$ cat src/rtl/bisquare_win_u.sv
// Unary squarer: ANDs the input stream with a randomly tapped delayed copy, then
// decodes the result over a 2^WIN_LOG window. Optional macro: BISQUARE_OUTREG_EN (registered out).
//
// state | meaning
// IDLE  | waiting for start
// ACCUM | counting ones of the sampled stream over the window
// DONE  | sum held with sum_valid until the consumer accepts it
`default_nettype none

module bisquare_win_u #(
  parameter int DEP_SR    = 4,
  parameter int DEPLOG_SR = 2,
  parameter int WIN_LOG   = 8
) (
  input  logic                 clk,
  input  logic                 rst,
  input  logic [DEPLOG_SR-1:0] randNum,
  input  logic                 in,
  output logic                 out,
  input  logic                 start,
  output logic                 busy,
  output logic [WIN_LOG:0]     sum,
  output logic                 sum_valid,
  input  logic                 sum_ready
);

  localparam logic [1:0] IDLE  = 2'd0;
  localparam logic [1:0] ACCUM = 2'd1;
  localparam logic [1:0] DONE  = 2'd2;

  logic [DEP_SR-1:0]  r_sr;
  logic [1:0]         r_state;
  logic [WIN_LOG:0]   r_acc;
  logic [WIN_LOG-1:0] r_cnt;
  logic [WIN_LOG:0]   r_sum;
  logic               r_sum_valid;
  logic               w_sr_out;
  logic               w_sq;
  logic               w_sample;
  logic [WIN_LOG:0]   w_acc_next;

  // sr[k] holds `in` from (DEP_SR-k) cycles ago; reset pattern is sr[i] = i%2
  always_ff @(posedge clk) begin
    if (rst) begin
      for (int i = 0; i < DEP_SR; i++) r_sr[i] <= 1'(i % 2);
    end else begin
      r_sr <= {in, r_sr[DEP_SR-1:1]};
    end
  end

  assign w_sr_out = r_sr[randNum];
  assign w_sq     = in & w_sr_out;

`ifdef BISQUARE_OUTREG_EN
  logic r_out;

  always_ff @(posedge clk) begin
    if (rst) r_out <= 1'b0;
    else     r_out <= w_sq;
  end

  // Counting the registered bit keeps sum consistent with what the port showed
  assign out      = r_out;
  assign w_sample = r_out;
`else
  assign out      = w_sq;
  assign w_sample = w_sq;
`endif

  assign w_acc_next = r_acc + (WIN_LOG+1)'(w_sample);

  always_ff @(posedge clk) begin
    if (rst) begin
      r_state     <= IDLE;
      r_acc       <= '0;
      r_cnt       <= '0;
      r_sum       <= '0;
      r_sum_valid <= 1'b0;
    end else begin
      case (r_state)
        IDLE: begin
          if (start) begin
            r_state <= ACCUM;
            r_acc   <= '0;
            r_cnt   <= '0;
          end
        end
        ACCUM: begin
          r_acc <= w_acc_next;
          r_cnt <= r_cnt + 1'b1;
          if (r_cnt == {WIN_LOG{1'b1}}) begin
            r_sum       <= w_acc_next;
            r_sum_valid <= 1'b1;
            r_state     <= DONE;
          end
        end
        DONE: begin
          if (r_sum_valid && sum_ready) begin
            r_sum_valid <= 1'b0;
            if (start) begin
              r_state <= ACCUM;
              r_acc   <= '0;
              r_cnt   <= '0;
            end else begin
              r_state <= IDLE;
            end
          end
        end
        default: r_state <= IDLE;
      endcase
    end
  end

  assign busy      = (r_state == ACCUM) || (r_state == DONE);
  assign sum       = r_sum;
  assign sum_valid = r_sum_valid;

endmodule

`default_nettype wire

$ cat config.mk
export PLATFORM = sky130hd
export DESIGN_NAME = bisquare_win_u
export DESIGN_NICKNAME = d
export VERILOG_FILES = /design/src/rtl/bisquare_win_u.sv
export SDC_FILE = /design/constraint.sdc
export NUM_CORES = 1
export LEC_CHECK = 0
export CORE_ASPECT_RATIO = 0.7
export CORE_MARGIN = 2
export CORE_UTILIZATION = 39
export CTS_BUF_LIST = sky130_fd_sc_hd__clkbuf_8 sky130_fd_sc_hd__clkbuf_16
export CTS_CLUSTER_SIZE = 20
export DETAILED_ROUTE_END_ITERATION = 6
export SLEW_MARGIN = 10
export SYNTH_ARGS = -nofsm -noshare
export SYNTH_HDL_FRONTEND = slang
export SYNTH_SLANG_ARGS = --single-unit
$ cat constraint.sdc
create_clock -name clk -period 2.7 [get_ports clk]
set_clock_uncertainty 0.05 [all_clocks]
set_input_delay 0.54 -clock clk [delete_from_list [all_inputs] [get_ports clk]]
set_output_delay 0.54 -clock clk [all_outputs]
set_load 0.02 [all_outputs]
* Yosys cells after proc, flatten, opt, wreduce, memory -nomap -nowiden *
Cells that the tools add are included.

storage, ports and cells
  register bits after elaboration = 33
  input port bits = 7
  output and inout port bits = 12
  word-level logic and storage cells = 41

cells by class
  add/subtract/negate cells = 2
  $lt $le $gt $ge = 1
  equal/unequal tests = 6
  muxes and demuxes = 16
  bitwise operators = 1
  reduce and logical (&&, ||, !) cells = 9

operators by type and width
  cell                                                         count
  one-hot mux 9 bit (3 select lines)                           1
  one-hot mux 8 bit (3 select lines)                           1
  2-to-1 mux 9 bit                                             2
  2-to-1 mux 8 bit                                             2
  adder 9 x 1 -> 9 bit                                         1
  adder 8 x 1 -> 8 bit (second input constant)                 1
  equality test 8 bit (second input constant)                  1
  2-to-1 mux 2 bit                                             3
  != test 2 bit (second input constant)                        3
  one-hot mux 2 bit (3 select lines)                           1
  AND reduction 3 bit                                          2
  2-to-1 mux 1 bit                                             4
  AND reduction 2 bit                                          2
  less-than comparator 2 x 3 -> 1 bit (second input constant)  1
  nonzero test 3 bit                                           1
  binary-select mux 1 bit (select 2 bit)                       1
  equality test 2 x 1 -> 1 bit (second input constant)         1
  equality test 2 bit (second input constant)                  1
  logical NOT 2 bit                                            1
  one-hot mux 1 bit (2 select lines)                           1
  nonzero test 2 bit                                           1
  bitwise AND 1 bit                                            1
  logical AND 1 bit                                            1
  logical OR 1 bit                                             1

* Logic depth before layout (Yosys ltp) *
  word-level depth = 5
  mapped depth = 8

* Least setup slack after synthesis *
OpenSTA, ideal clock, no wires.

  path type = input-to-reg
  start = input randNum[0]
  end = register r_sum[8] (netlist: sum[8])
  setup time = 86 ps
  data arrival time = 2427 ps
  data required time = 2564 ps
  slack = 138 ps
  stages = 8
  buffers on the path = 0
  cells stage by stage = mux4_2 > and2_1 > ha_1 > ha_1 > and4_1 > and4_1 > xnor2_1 > a211oi_1

between the ends
  longest elaborated chain between the ends = 4

RTL lines
  element                                 line  text
  from (decl)                             17    input logic [DEPLOG_SR-1:0] randNum,
  binary-select mux 1 bit (select 2 bit)  51    assign w_sr_out = r_sr[randNum];
  2-to-1 mux 1 bit (implied by the code)  51
  bitwise AND 1 bit                       52    assign w_sq = in & w_sr_out;
  via out                                 19    output logic out,
  adder 9 x 1 -> 9 bit                    70    assign w_acc_next = r_acc + (WIN_LOG+1)'(w_sample);
  to (signal assigned)                    92    r_sum <= w_acc_next;
  to (decl)                               35    logic [WIN_LOG:0] r_sum;

The timed path passes the listed nets, and every way through them passes these cells. The select of a mux whose other input is x is not followed.
A chain may end at the register's enable or synchronous reset.

* Worst setup path after layout *
  start = input randNum[1]
  end = register r_acc[8]

between the ends
  longest elaborated chain between the ends = 5

RTL lines
  element                                 line  text
  binary-select mux 1 bit (select 2 bit)  51
  2-to-1 mux 1 bit (implied by the code)  51
  bitwise AND 1 bit                       52
  adder 9 x 1 -> 9 bit                    70
  one-hot mux 9 bit (3 select lines)      80    case (r_state)
  to (signal assigned)                    89    r_acc <= w_acc_next;
  to (decl)                               33    logic [WIN_LOG:0] r_acc;

Every way passes these cells. The select of a mux whose other input is x is not followed.

==> results.md <==
- Top-Level Pins: 19
- Average cell area after synthesis: approximately 9 um^2
- FMAX: between 0.4 and 0.5 GHz
- Post-synth top flop: dfxtp_1
- Total of warnings raised by yosys: 0
- TritonCTS buffer count: 5
- Critical Path Stages: 9
- Metal3 WL: 143 um
- Cell variety after synth: 43
- CORE AREA: between 3000 and 4000 um^2
- Crit path cell chain: clkdlybuf4s50_1 -> mux4_2 -> and2_1 -> ha_1 -> ha_1 -> and4_1 -> and4_1 -> nand3b_1 -> a31oi_1
- Clk sinks: 33
- Critical Path Sink Type: flop
- # Max-Cap Violations: 0
- Final-stage net count: between 200 and 250
- Rows: 19
- Remaining global-route overflow: 0
- Post-layout util: 0.499
- Combinational share of power: 0.332
- Ant. Diodes: 0
- Largest net degree at the start of global routing: 15
- Die width: 80.3 um
- Wl on met1: 1880 um
- CTS resizes: 2
- Gr usage total: 0.171
- Post-layout power: 1.39 mW
- Vias in the first global route: between 1000 and 1500
- Post-synthesis sequential area ratio: 0.416
- Most frequent cells in the layout: dfxtp_1, clkdlybuf4s50_1, a21oi_1
- Deepest clock path buffer count: 2
- R2R depth: 7
- RSZ-0062 raised after global routing: false
- Total power per unit cell area: about 710 nW/um^2
- P_int: ~0.90 mW
- Die Ht: between 50 and 60 um
- Netlist Area Pre-Place: between 1500 and 2000 um^2
- Master cell of the clock root buffer: clkbuf_8
- Reg power frac: 0.397
- ANT nets after route: 0
- Hold Path Cell Cnt: 1
- #FFs+latches synth: 33
- Placer Congestion: just under 0.8
- Metal2 WL: between 1000 and 1500 um
- Fraction of registers with async set or reset after synthesis: 0
- Post-CTS setup buffer count: 0
- Arr. time, crit path: ~2.6 ns
- Static Leak: approximately 0.68 nW
- # port buffers: 18
- Worst setup SP type: input port
- First-pass detailed-route iteration total: 4
- Share of layout cells above drive strength 1: 0.117
- Drt wl/cell: about 14 um
- Crit-path max FO: 3
- CTS tree: done
- Max-slew headroom: 0.662
- Net Count, Synth: around 190
- Post-DP HPWL: between 2000 and 3000 um
- Critical path's largest stage delay: about 0.46 ns
- Setup violators final: 0
- Die Area: 4610 um^2
- Initial Utilization: 0.405
- Clock latency on the worst-skew pair: between 0.2 and 0.3 ns
- Hold Crit Start: r_sr[2]
- First-pass GRT wire length: between 5000 and 6000 um
- Fin crit period: 2.48 ns
- CP required: between 2 and 3 ns
- Net Sw Frac: 0.351
- FF-to-FF Start: r_state[0]
- Design Area, Final: between 1500 and 2000 um^2
- Worst IR drop on VDD: approximately 0.00034 V
- CP top delay family: simple AND/OR/NAND/NOR gates
- Post-route DRC: 0
- Crit. Startpoint: randNum[1]
- Worst Max-Slew Pin Slew: ~0.50 ns
- Final wirelength: ~3500 um
- CTS Hold Buffers Added: 0
- Critical path type: in2reg
- Commonest non-fill, non-tap cell in the layout: dfxtp_1
- HP Class: reg2reg
- H-tree lvl count: 2
- Syn Inst Count: between 150 and 200
- Max Used Layer: met4
- Fill count: a little under 400
- Net switching power figure: 0.488 mW
- Clock slew at reported path FFs: 0.06 ns
- Final Max Slew Viols: 0
- Buffer and inverter count on the worst path: 1
- Max stage delay cell, worst path: clkdlybuf4s50_1
- Initial antenna violation count: 0
- 1st-iter DRT viols: 60
- Final Hold Fails: 0
- Number of synthesized flops with an enable pin: 0
- Area after DPL: 1870 um^2
- Clk pwr share: 0.271
- Status: finished clean
- Synthesis-to-layout area growth: 23.2%
- Final critical-path share of the clock period: 0.917
- Via density: 5.16
- Vias after detailed routing: between 1000 and 1500
-- state kept, by name (all words and copies together) (netlist names) --
name	flops
r_acc	9
r_cnt	8
r_sr	4
r_state	2
sum	9
sum_valid	1
-- power groups by stage --
| stage | Sequential [mW] | Clock (mW) | Combinational [mW] |
|---|---|---|---|
| 5_1_grt | 0.554 | 0.408 | 0.506 |
| 6_report | 0.552 | 0.376 | 0.462 |
| 3_5_place_dp | 0.561 | 0 | 0.460 |
| 4_1_cts | 0.550 | 0.385 | 0.462 |
| 2_1_floorplan | 0.557 | 0 | 0.301 |
| 3_3_place_gp | 0.559 | 0 | 0.444 |
-- cells by family after synthesis --
kind of cell,count (synthesis),share of synthesized area
XOR/XNOR,10,0.0552
adder cells (fa/ha/maj),7,0.0552
flip-flops,33,0.416
multiplexers,5,0.0394
AO/OA/AOI/OAI,42,0.167
AND/OR/NAND/NOR,67,0.233
buffers and inverters,13,0.0339
-- per-stage QoR --
| stage | worst slack [ns] | hold WS [ns] | setup TNS [ns] | cells |
|---|---|---|---|---|
| after floorplan | 0.138 | 0.361 | 0 | 177 |
| after global placement | -0.263 | 0.371 | -1.33 | 250 |
| after detailed placement | -0.338 | 0.382 | -2.31 | 250 |
| after CTS | 0.217 | 0.393 | 0 | 257 |
| after global routing | 0.109 | 0.425 | 0 | 257 |
| final | 0.225 | 0.391 | 0 | 257 |
-- cell usage after synthesis (all sizes together) (2+ instances only) --
master | instances | area share
dfxtp | 33 | 0.42
a21oi | 15 | 0.047
nand2 | 13 | 0.031
nand3 | 13 | 0.041
nor2 | 12 | 0.028
a211oi | 7 | 0.033
ha | 7 | 0.055
inv | 7 | 0.017
o21ai | 7 | 0.022
xnor2 | 7 | 0.039
clkbuf | 4 | 0.0095
mux2i | 4 | 0.025
or3 | 4 | 0.017
a31oi | 3 | 0.012
and4 | 3 | 0.017
nor3 | 3 | 0.013
o31ai | 3 | 0.014
or2 | 3 | 0.012
or4 | 3 | 0.014
xor2 | 3 | 0.017
and2b | 2 | 0.0095
buf | 2 | 0.0079
nand2b | 2 | 0.0079
nand4 | 2 | 0.012
nor2b | 2 | 0.0079
o211ai | 2 | 0.0095
-- path summary, 6_finish.rpt --
| kind | to | slack [ns] |
|---|---|---|
| setup / recovery | r_acc[8] | 0.22 |
| hold / removal | r_sr[1] | 0.39 |
| setup reg to reg | r_cnt[7] | 0.46 |
| hold reg to reg | r_sr[1] | 0.39 |
-- layer usage --
metal / vias to the layer above / GRT usage
met4: 0 / 0.0726
met1: 606 / 0.245
li1: 690 / -
met2: 25 / 0.239
met5: - / 0
met3: 5 / 0.0522
-- layout make-up --
cell class / instances / area (um^2) / area share
Sequential cell: 33 / 661 / 0.338
Clock buffer: 6 / 82.6 / 0.0422
Inverter: 7 / 26.3 / 0.0134
Tap cell: 52 / 65.1 / 0.0332
Clock inverter: 1 / 3.75 / 0.00192
Multi-Input combinational cell: 131 / 873 / 0.446
Timing Repair Buffer: 27 / 245 / 0.125
(Power assumes the default switching activity.)
